`config.mk`:
```
export PLATFORM = sky130hd
export DESIGN_NAME = mc_control_flat
export DESIGN_NICKNAME = d
export VERILOG_FILES = /design/src/rtl/mc_control_pkg.sv /design/src/rtl/mc_control_if.sv /design/src/rtl/mc_control.sv /design/src/flat_wrapper.sv
export SDC_FILE = /design/constraint.sdc
export NUM_CORES = 1
export LEC_CHECK = 0
export CORE_MARGIN = 2
export CORE_UTILIZATION = 35
export DETAILED_ROUTE_END_ITERATION = 12
export GPL_TIMING_DRIVEN = 0
export PLACE_DENSITY = 0.68
export SLEW_MARGIN = 30
export SYNTH_ARGS = -nofsm -noshare
export SYNTH_HDL_FRONTEND = slang
export SYNTH_SLANG_ARGS = --single-unit
```
`constraint.sdc`:
```
create_clock -name clk_i -period 4.2 [get_ports clk_i]
set_clock_uncertainty 0.1 [all_clocks]
set_input_delay 1.26 -clock clk_i [delete_from_list [all_inputs] [get_ports clk_i]]
set_output_delay 1.26 -clock clk_i [all_outputs]
set_load 0.05 [all_outputs]
```
`src/rtl/mc_control_pkg.sv`:
```
// Shared MIPS definitions: opcodes, control-FSM state encodings and datapath select codes.
package mips_defs;

    localparam logic [5:0] OP_RTYPE = 6'b000000;
    localparam logic [5:0] OP_LW    = 6'b100011;
    localparam logic [5:0] OP_SW    = 6'b101011;
    localparam logic [5:0] OP_BEQ   = 6'b000100;
    localparam logic [5:0] OP_BNE   = 6'b000101;
    localparam logic [5:0] OP_ADDI  = 6'b001000;
    localparam logic [5:0] OP_J     = 6'b000010;
    localparam logic [5:0] OP_JAL   = 6'b000011;

    typedef enum logic [3:0] {
        S_FETCH     = 4'd0,
        S_DECODE    = 4'd1,
        S_MEM_ADDR  = 4'd2,
        S_MEM_READ  = 4'd3,
        S_MEM_WB    = 4'd4,
        S_MEM_WRITE = 4'd5,
        S_EXEC      = 4'd6,
        S_ALU_WB    = 4'd7,
        S_BRANCH    = 4'd8,
        S_JUMP      = 4'd9,
        S_IMM_EXEC  = 4'd10,
        S_IMM_WB    = 4'd11
    } state_e;

    localparam logic [1:0] REG_DST_RT  = 2'd0;
    localparam logic [1:0] REG_DST_RD  = 2'd1;
    localparam logic [1:0] REG_DST_R31 = 2'd2;

    localparam logic [1:0] MTR_ALUOUT  = 2'd0;
    localparam logic [1:0] MTR_MDR     = 2'd1;
    localparam logic [1:0] MTR_PC      = 2'd2;

    localparam logic [1:0] SRCB_B      = 2'd0;
    localparam logic [1:0] SRCB_FOUR   = 2'd1;
    localparam logic [1:0] SRCB_IMM    = 2'd2;
    localparam logic [1:0] SRCB_IMM_SH = 2'd3;

    localparam logic [1:0] ALUOP_ADD   = 2'd0;
    localparam logic [1:0] ALUOP_SUB   = 2'd1;
    localparam logic [1:0] ALUOP_FUNCT = 2'd2;

    localparam logic [1:0] PCSRC_ALU    = 2'd0;
    localparam logic [1:0] PCSRC_ALUOUT = 2'd1;
    localparam logic [1:0] PCSRC_JUMP   = 2'd2;

    function automatic logic op_is_legal(input logic [5:0] op);
        return (op == OP_RTYPE) || (op == OP_LW)  || (op == OP_SW)   ||
               (op == OP_BEQ)   || (op == OP_BNE) || (op == OP_ADDI) ||
               (op == OP_J)     || (op == OP_JAL);
    endfunction

endpackage

```
`src/rtl/mc_control_if.sv`:
```
// Control bundle between the multicycle control FSM (master) and the datapath (slave).
interface mc_control_if #(
    parameter int STATE_W = 4
);
    logic [5:0]         opcode;
    logic [5:0]         funct;
    logic               zero;
    logic               mem_ready;
    logic               pc_we;
    logic               iord;
    logic               mem_re;
    logic               mem_we;
    logic               ir_we;
    logic               reg_we;
    logic [1:0]         reg_dst;
    logic [1:0]         mem_to_reg;
    logic               alu_src_a;
    logic [1:0]         alu_src_b;
    logic [1:0]         alu_op;
    logic [1:0]         pc_src;
    logic               illegal;
    logic [STATE_W-1:0] state;

    modport master (
        input  opcode, funct, zero, mem_ready,
        output pc_we, iord, mem_re, mem_we, ir_we, reg_we, reg_dst, mem_to_reg,
               alu_src_a, alu_src_b, alu_op, pc_src, illegal, state
    );

    modport slave (
        output opcode, funct, zero, mem_ready,
        input  pc_we, iord, mem_re, mem_we, ir_we, reg_we, reg_dst, mem_to_reg,
               alu_src_a, alu_src_b, alu_op, pc_src, illegal, state
    );
endinterface

```
`src/rtl/mc_control.sv`:
```
// Multicycle MIPS main control FSM: fetch/decode/execute/memory/writeback sequencing
// with Moore-decoded datapath controls and optional memory wait states.
module mc_control
    import mips_defs::*;
#(
    parameter bit MEM_WAIT_EN = 1'b1,
    parameter int STATE_W     = 4
) (
    input  logic        clk_i,
    input  logic        rst_i,
    mc_control_if.master ctrl
);

    state_e     state_q, state_d;
    logic [5:0] op_q, op_d;
    logic       mem_done;

    // funct only feeds the ALU decoder in the datapath
    logic unused_funct;
    assign unused_funct = ^ctrl.funct;

    assign mem_done = MEM_WAIT_EN ? ctrl.mem_ready : 1'b1;

    always_ff @(posedge clk_i) begin
        if (rst_i) begin
            state_q <= S_FETCH;
            op_q    <= '0;
        end else begin
            state_q <= state_d;
            op_q    <= op_d;
        end
    end

    always_comb begin
        state_d = state_q;
        op_d    = op_q;
        case (state_q)
            S_FETCH:     if (mem_done) state_d = S_DECODE;
            S_DECODE: begin
                op_d = ctrl.opcode;
                case (ctrl.opcode)
                    OP_RTYPE:      state_d = S_EXEC;
                    OP_LW, OP_SW:  state_d = S_MEM_ADDR;
                    OP_BEQ, OP_BNE: state_d = S_BRANCH;
                    OP_ADDI:       state_d = S_IMM_EXEC;
                    OP_J, OP_JAL:  state_d = S_JUMP;
                    default:       state_d = S_FETCH;
                endcase
            end
            S_MEM_ADDR:  state_d = (op_q == OP_LW) ? S_MEM_READ : S_MEM_WRITE;
            S_MEM_READ:  if (mem_done) state_d = S_MEM_WB;
            S_MEM_WRITE: if (mem_done) state_d = S_FETCH;
            S_EXEC:      state_d = S_ALU_WB;
            S_IMM_EXEC:  state_d = S_IMM_WB;
            default:     state_d = S_FETCH;
        endcase
    end

    // While in reset the decode sees FETCH so selects settle early; enables are masked below.
    state_e dec_st;
    logic   pc_we_raw, mem_re_raw, mem_we_raw, ir_we_raw, reg_we_raw, illegal_raw;

    assign dec_st = rst_i ? S_FETCH : state_q;

    always_comb begin
        pc_we_raw       = 1'b0;
        mem_re_raw      = 1'b0;
        mem_we_raw      = 1'b0;
        ir_we_raw       = 1'b0;
        reg_we_raw      = 1'b0;
        illegal_raw     = 1'b0;
        ctrl.iord       = 1'b0;
        ctrl.reg_dst    = REG_DST_RT;
        ctrl.mem_to_reg = MTR_ALUOUT;
        ctrl.alu_src_a  = 1'b0;
        ctrl.alu_src_b  = SRCB_B;
        ctrl.alu_op     = ALUOP_ADD;
        ctrl.pc_src     = PCSRC_ALU;
        case (dec_st)
            S_FETCH: begin
                mem_re_raw     = 1'b1;
                ctrl.alu_src_b = SRCB_FOUR;
                ir_we_raw      = mem_done;
                pc_we_raw      = mem_done;
            end
            S_DECODE: begin
                ctrl.alu_src_b = SRCB_IMM_SH;
                illegal_raw    = ~op_is_legal(ctrl.opcode);
            end
            S_MEM_ADDR, S_IMM_EXEC: begin
                ctrl.alu_src_a = 1'b1;
                ctrl.alu_src_b = SRCB_IMM;
            end
            S_MEM_READ: begin
                mem_re_raw = 1'b1;
                ctrl.iord  = 1'b1;
            end
            S_MEM_WB: begin
                reg_we_raw      = 1'b1;
                ctrl.mem_to_reg = MTR_MDR;
            end
            S_MEM_WRITE: begin
                mem_we_raw = 1'b1;
                ctrl.iord  = 1'b1;
            end
            S_EXEC: begin
                ctrl.alu_src_a = 1'b1;
                ctrl.alu_op    = ALUOP_FUNCT;
            end
            S_ALU_WB: begin
                reg_we_raw   = 1'b1;
                ctrl.reg_dst = REG_DST_RD;
            end
            S_BRANCH: begin
                ctrl.alu_src_a = 1'b1;
                ctrl.alu_op    = ALUOP_SUB;
                ctrl.pc_src    = PCSRC_ALUOUT;
                pc_we_raw      = ((op_q == OP_BEQ) &&  ctrl.zero) ||
                                 ((op_q == OP_BNE) && !ctrl.zero);
            end
            S_JUMP: begin
                ctrl.pc_src = PCSRC_JUMP;
                pc_we_raw   = 1'b1;
                if (op_q == OP_JAL) begin
                    reg_we_raw      = 1'b1;
                    ctrl.reg_dst    = REG_DST_R31;
                    ctrl.mem_to_reg = MTR_PC;
                end
            end
            S_IMM_WB:    reg_we_raw = 1'b1;
            default: ;
        endcase
    end

    assign ctrl.pc_we   = pc_we_raw   & ~rst_i;
    assign ctrl.mem_re  = mem_re_raw  & ~rst_i;
    assign ctrl.mem_we  = mem_we_raw  & ~rst_i;
    assign ctrl.ir_we   = ir_we_raw   & ~rst_i;
    assign ctrl.reg_we  = reg_we_raw  & ~rst_i;
    assign ctrl.illegal = illegal_raw & ~rst_i;
    assign ctrl.state   = STATE_W'(state_q);

endmodule

```
`src/flat_wrapper.sv`:
```
// flat-port wrapper written by rule: the top's interface ports become plain ports
module mc_control_flat import mips_defs::*;
#(
    parameter bit MEM_WAIT_EN = 1'b1,
    parameter int STATE_W     = 4
)
  (clk_i, rst_i, ctrl_opcode, ctrl_funct, ctrl_zero, ctrl_mem_ready, ctrl_pc_we, ctrl_iord, ctrl_mem_re, ctrl_mem_we, ctrl_ir_we, ctrl_reg_we, ctrl_reg_dst, ctrl_mem_to_reg, ctrl_alu_src_a, ctrl_alu_src_b, ctrl_alu_op, ctrl_pc_src, ctrl_illegal, ctrl_state);
  mc_control_if #(.STATE_W(STATE_W)) ctrl_i ();
  input  logic clk_i;
  input  logic rst_i;
  input wire logic [$bits(ctrl_i.opcode)-1:0] ctrl_opcode;
  input wire logic [$bits(ctrl_i.funct)-1:0] ctrl_funct;
  input wire logic [$bits(ctrl_i.zero)-1:0] ctrl_zero;
  input wire logic [$bits(ctrl_i.mem_ready)-1:0] ctrl_mem_ready;
  output wire logic [$bits(ctrl_i.pc_we)-1:0] ctrl_pc_we;
  output wire logic [$bits(ctrl_i.iord)-1:0] ctrl_iord;
  output wire logic [$bits(ctrl_i.mem_re)-1:0] ctrl_mem_re;
  output wire logic [$bits(ctrl_i.mem_we)-1:0] ctrl_mem_we;
  output wire logic [$bits(ctrl_i.ir_we)-1:0] ctrl_ir_we;
  output wire logic [$bits(ctrl_i.reg_we)-1:0] ctrl_reg_we;
  output wire logic [$bits(ctrl_i.reg_dst)-1:0] ctrl_reg_dst;
  output wire logic [$bits(ctrl_i.mem_to_reg)-1:0] ctrl_mem_to_reg;
  output wire logic [$bits(ctrl_i.alu_src_a)-1:0] ctrl_alu_src_a;
  output wire logic [$bits(ctrl_i.alu_src_b)-1:0] ctrl_alu_src_b;
  output wire logic [$bits(ctrl_i.alu_op)-1:0] ctrl_alu_op;
  output wire logic [$bits(ctrl_i.pc_src)-1:0] ctrl_pc_src;
  output wire logic [$bits(ctrl_i.illegal)-1:0] ctrl_illegal;
  output wire logic [$bits(ctrl_i.state)-1:0] ctrl_state;
  assign ctrl_i.opcode = ctrl_opcode;
  assign ctrl_i.funct = ctrl_funct;
  assign ctrl_i.zero = ctrl_zero;
  assign ctrl_i.mem_ready = ctrl_mem_ready;
  assign ctrl_pc_we = ctrl_i.pc_we;
  assign ctrl_iord = ctrl_i.iord;
  assign ctrl_mem_re = ctrl_i.mem_re;
  assign ctrl_mem_we = ctrl_i.mem_we;
  assign ctrl_ir_we = ctrl_i.ir_we;
  assign ctrl_reg_we = ctrl_i.reg_we;
  assign ctrl_reg_dst = ctrl_i.reg_dst;
  assign ctrl_mem_to_reg = ctrl_i.mem_to_reg;
  assign ctrl_alu_src_a = ctrl_i.alu_src_a;
  assign ctrl_alu_src_b = ctrl_i.alu_src_b;
  assign ctrl_alu_op = ctrl_i.alu_op;
  assign ctrl_pc_src = ctrl_i.pc_src;
  assign ctrl_illegal = ctrl_i.illegal;
  assign ctrl_state = ctrl_i.state;
  mc_control #(.MEM_WAIT_EN(MEM_WAIT_EN), .STATE_W(STATE_W)) u_core (.clk_i(clk_i), .rst_i(rst_i), .ctrl(ctrl_i));
endmodule
```
==> impl_results.md <==
* Fin area at 1226 sq um
* Setup tns final at 0 ps
* Critical path, cell by cell: clkdlybuf4s50_1, nor4b_2, nand4b_1, o311ai_2, clkdlybuf4s18_2
* Die height at 54.20 um
* # IOs at 38
* IO buf count at 29
* Clk buf depth at 2
* CP Capture Type: output pin
* Starting DRT DRC Count at 23
* Crit path DAT at 2780 ps
* Most common cell after layout, fill and taps aside: nand2_1
* Initial antenna violation count at 0
* Post-route ant nets at 0
* Max-slew violations at 0
* CTS buffer count at 3
* CP required at 2840 ps
* CTS tree: built
* Post-synth ARST share at 0%
* Net Count, Synth at 141
* Vias at 1049
* Layout cells sized above 1 at 17.72%
* Avg Synthesized Cell Area at 7.057 sq um
* Fin. Hold Viols at 0
* Fmax at 0.2414 GHz
* LEAKAGE at 0.4709 nW
* Row Count at 18
* Number of global-route vias before repair at 880
* Area after DPL at 1236 sq um
* Clk pin slew, worst setup/hold paths at 60 ps
* First-pass GRT wire length at 3877 um
* Wire per inst at 13.16 um
* Overflow after GRT at 0
* Pre-CTS setup slack at -719.3 ps
* Number of synthesized flops with an enable pin at 0
* Core Area at 2432 sq um
* Post-synthesis cell area at 882.1 sq um
* Yosys reg bits at 10
* Peak VDD IR at 0.0001116 V
* Synth top area share at 22.70%
* Dpl hpwl at 1899 um
* Cells after Synth at 125
* Routed WL at 2474 um
* Overall power at 0.0003439 W
* CTS root buffer: clkbuf_4
* Count of cell types in the netlist at 40
* 1st-pass router iterations at 4
* Die footprint at 2938 sq um
* Sink Count at 10
* Number of max-cap violations at 0
* Tcrit/Tclk final at 98.65%
* Synth area leaders: dfxtp_1 23%, nand2_1 8.1%, nor3_1 5.7%, a21oi_1 4.5%, nand4b_1 4.0%
* Commonest cells after routing, fill and taps aside: 19 x nand2_1, 12 x clkdlybuf4s50_1, 10 x nor3_1, 10 x dfxtp_1, 9 x nor2_1
* Setup-failing EPs final at 0
* PwrDens at 280.4 nW/um^2
* Slew headroom at 60.85%
* Crit-path max FO at 6
* Largest area contributor in the netlist: dfxtp_1
* Chip width at 54.20 um
* Largest net degree at the start of global routing at 11
* H-tree depth at 1
* Fin crit period at 4143 ps
* DR vias/cell at 5.580
* Slowest cell on crit path: clkdlybuf4s50_1
* Worst Setup Path Type: in2out
* Post-synth top flop: dfxtp_1
* Initial Util at 36.27%
* Worst slew pin tran at 582.7 ps
* GRT Util Overall at 17.86%
* GPL Wtd Cong at 0.9334
* Drt drc at 0
* Sequential area share after synthesis at 22.70%
* Diode count at 0
* Class of the worst hold path: reg2reg
* Ys Warns at 0
* Fin worst setup slack at 56.77 ps
* Hold slack at 387.9 ps
* Status: completed
* Cts-stage hold buffer count at 0
* Fill count at 259
* Final net count at 175
* Startpoint Class: primary input
* RSZ-0062 raised after global routing: true
* Worst-skew pair later-pin latency at 270 ps
* Area growth, synth to finish at 39.01%
* Largest stage delay, worst path at 510 ps
critical path, delay by kind of cell:
family / cells / cell delay [ps]
compound gates: 1 / 110
buf+inv: 2 / 920
simple gates: 2 / 500
power breakdown:
part | total (W) | internal, W | switching (W)
clock | 0.0000866 | 0.0000526 | 0.0000340
combinational | 0.000147 | 0.0000512 | 0.0000954
sequential | 0.000111 | 0.000103 | 0.00000750
stage by stage:
stage,util (%),cells
after floorplan,-,125
after global placement,50.82,184
after detailed placement,50.82,184
after CTS,52.16,188
after global routing,50.41,188
final,50.41,188
flip-flops by register name, indices dropped and copies added (netlist names):
register	flops
u_core.ctrl.state	4
u_core.op_q	6
synthesized netlist by cell type, types with 2 or more instances:
library cell	instances
inv_1	6
nand4b_1	4
buf_2	2
nor4b_1	2
clkbuf_1	6
dfxtp_1	10
a211oi_1	2
a21oi_1	8
nor2_1	9
nand2_1	19
a31oi_1	4
nor2b_1	3
nand4_1	3
nor3_1	10
o21ai_0	2
nand2b_1	4
o311ai_0	2
xnor2_1	2
o2111ai_1	3
buf_6	2
nor4_1	3
per-layer routing:
layer  wire, um  GRT usage, %  vias up
li1           -             -      528
met1       1090         22.96      476
met2       1138         28.51       41
met3        197         2.500        4
met4         48         9.583        0
met5          0             0        -
kinds of logic after synthesis:
family | synth area share, %
mux | 1.135
xor+xnor | 2.979
compound gates | 21.70
simple gates | 41.42
flops | 22.69
buf+inv | 10.07
final timing paths:
path,cells past startpoint,slack [ps],endpoint,start
worst max-delay path,5,60,ctrl_pc_we,rst_i
worst max register to register,5,2330,u_core.op_q[3],u_core.ctrl.state[0]
worst min register to register,2,390,u_core.op_q[3],u_core.op_q[3]
worst min-delay path,2,390,u_core.op_q[3],u_core.op_q[3]
timing repair:
action	4_1_cts	5_1_grt
setup buffers	0	0
resized for setup	41	25
endpoints found under the setup margin	17	13
cloned	0	0
area by class of cell:
type                    count  area (sq um)  area share, %
inverters                   6         22.52          1.837
plain buffers              12         71.32          5.816
multi-input cells          97         619.3          50.51
clock buffers               4         36.28          2.959
well taps                  30         37.54          3.061
flip-flops and latches     10         200.2          16.33
repair buffers             29         239.0          19.49
(Power assumes the default switching activity.)
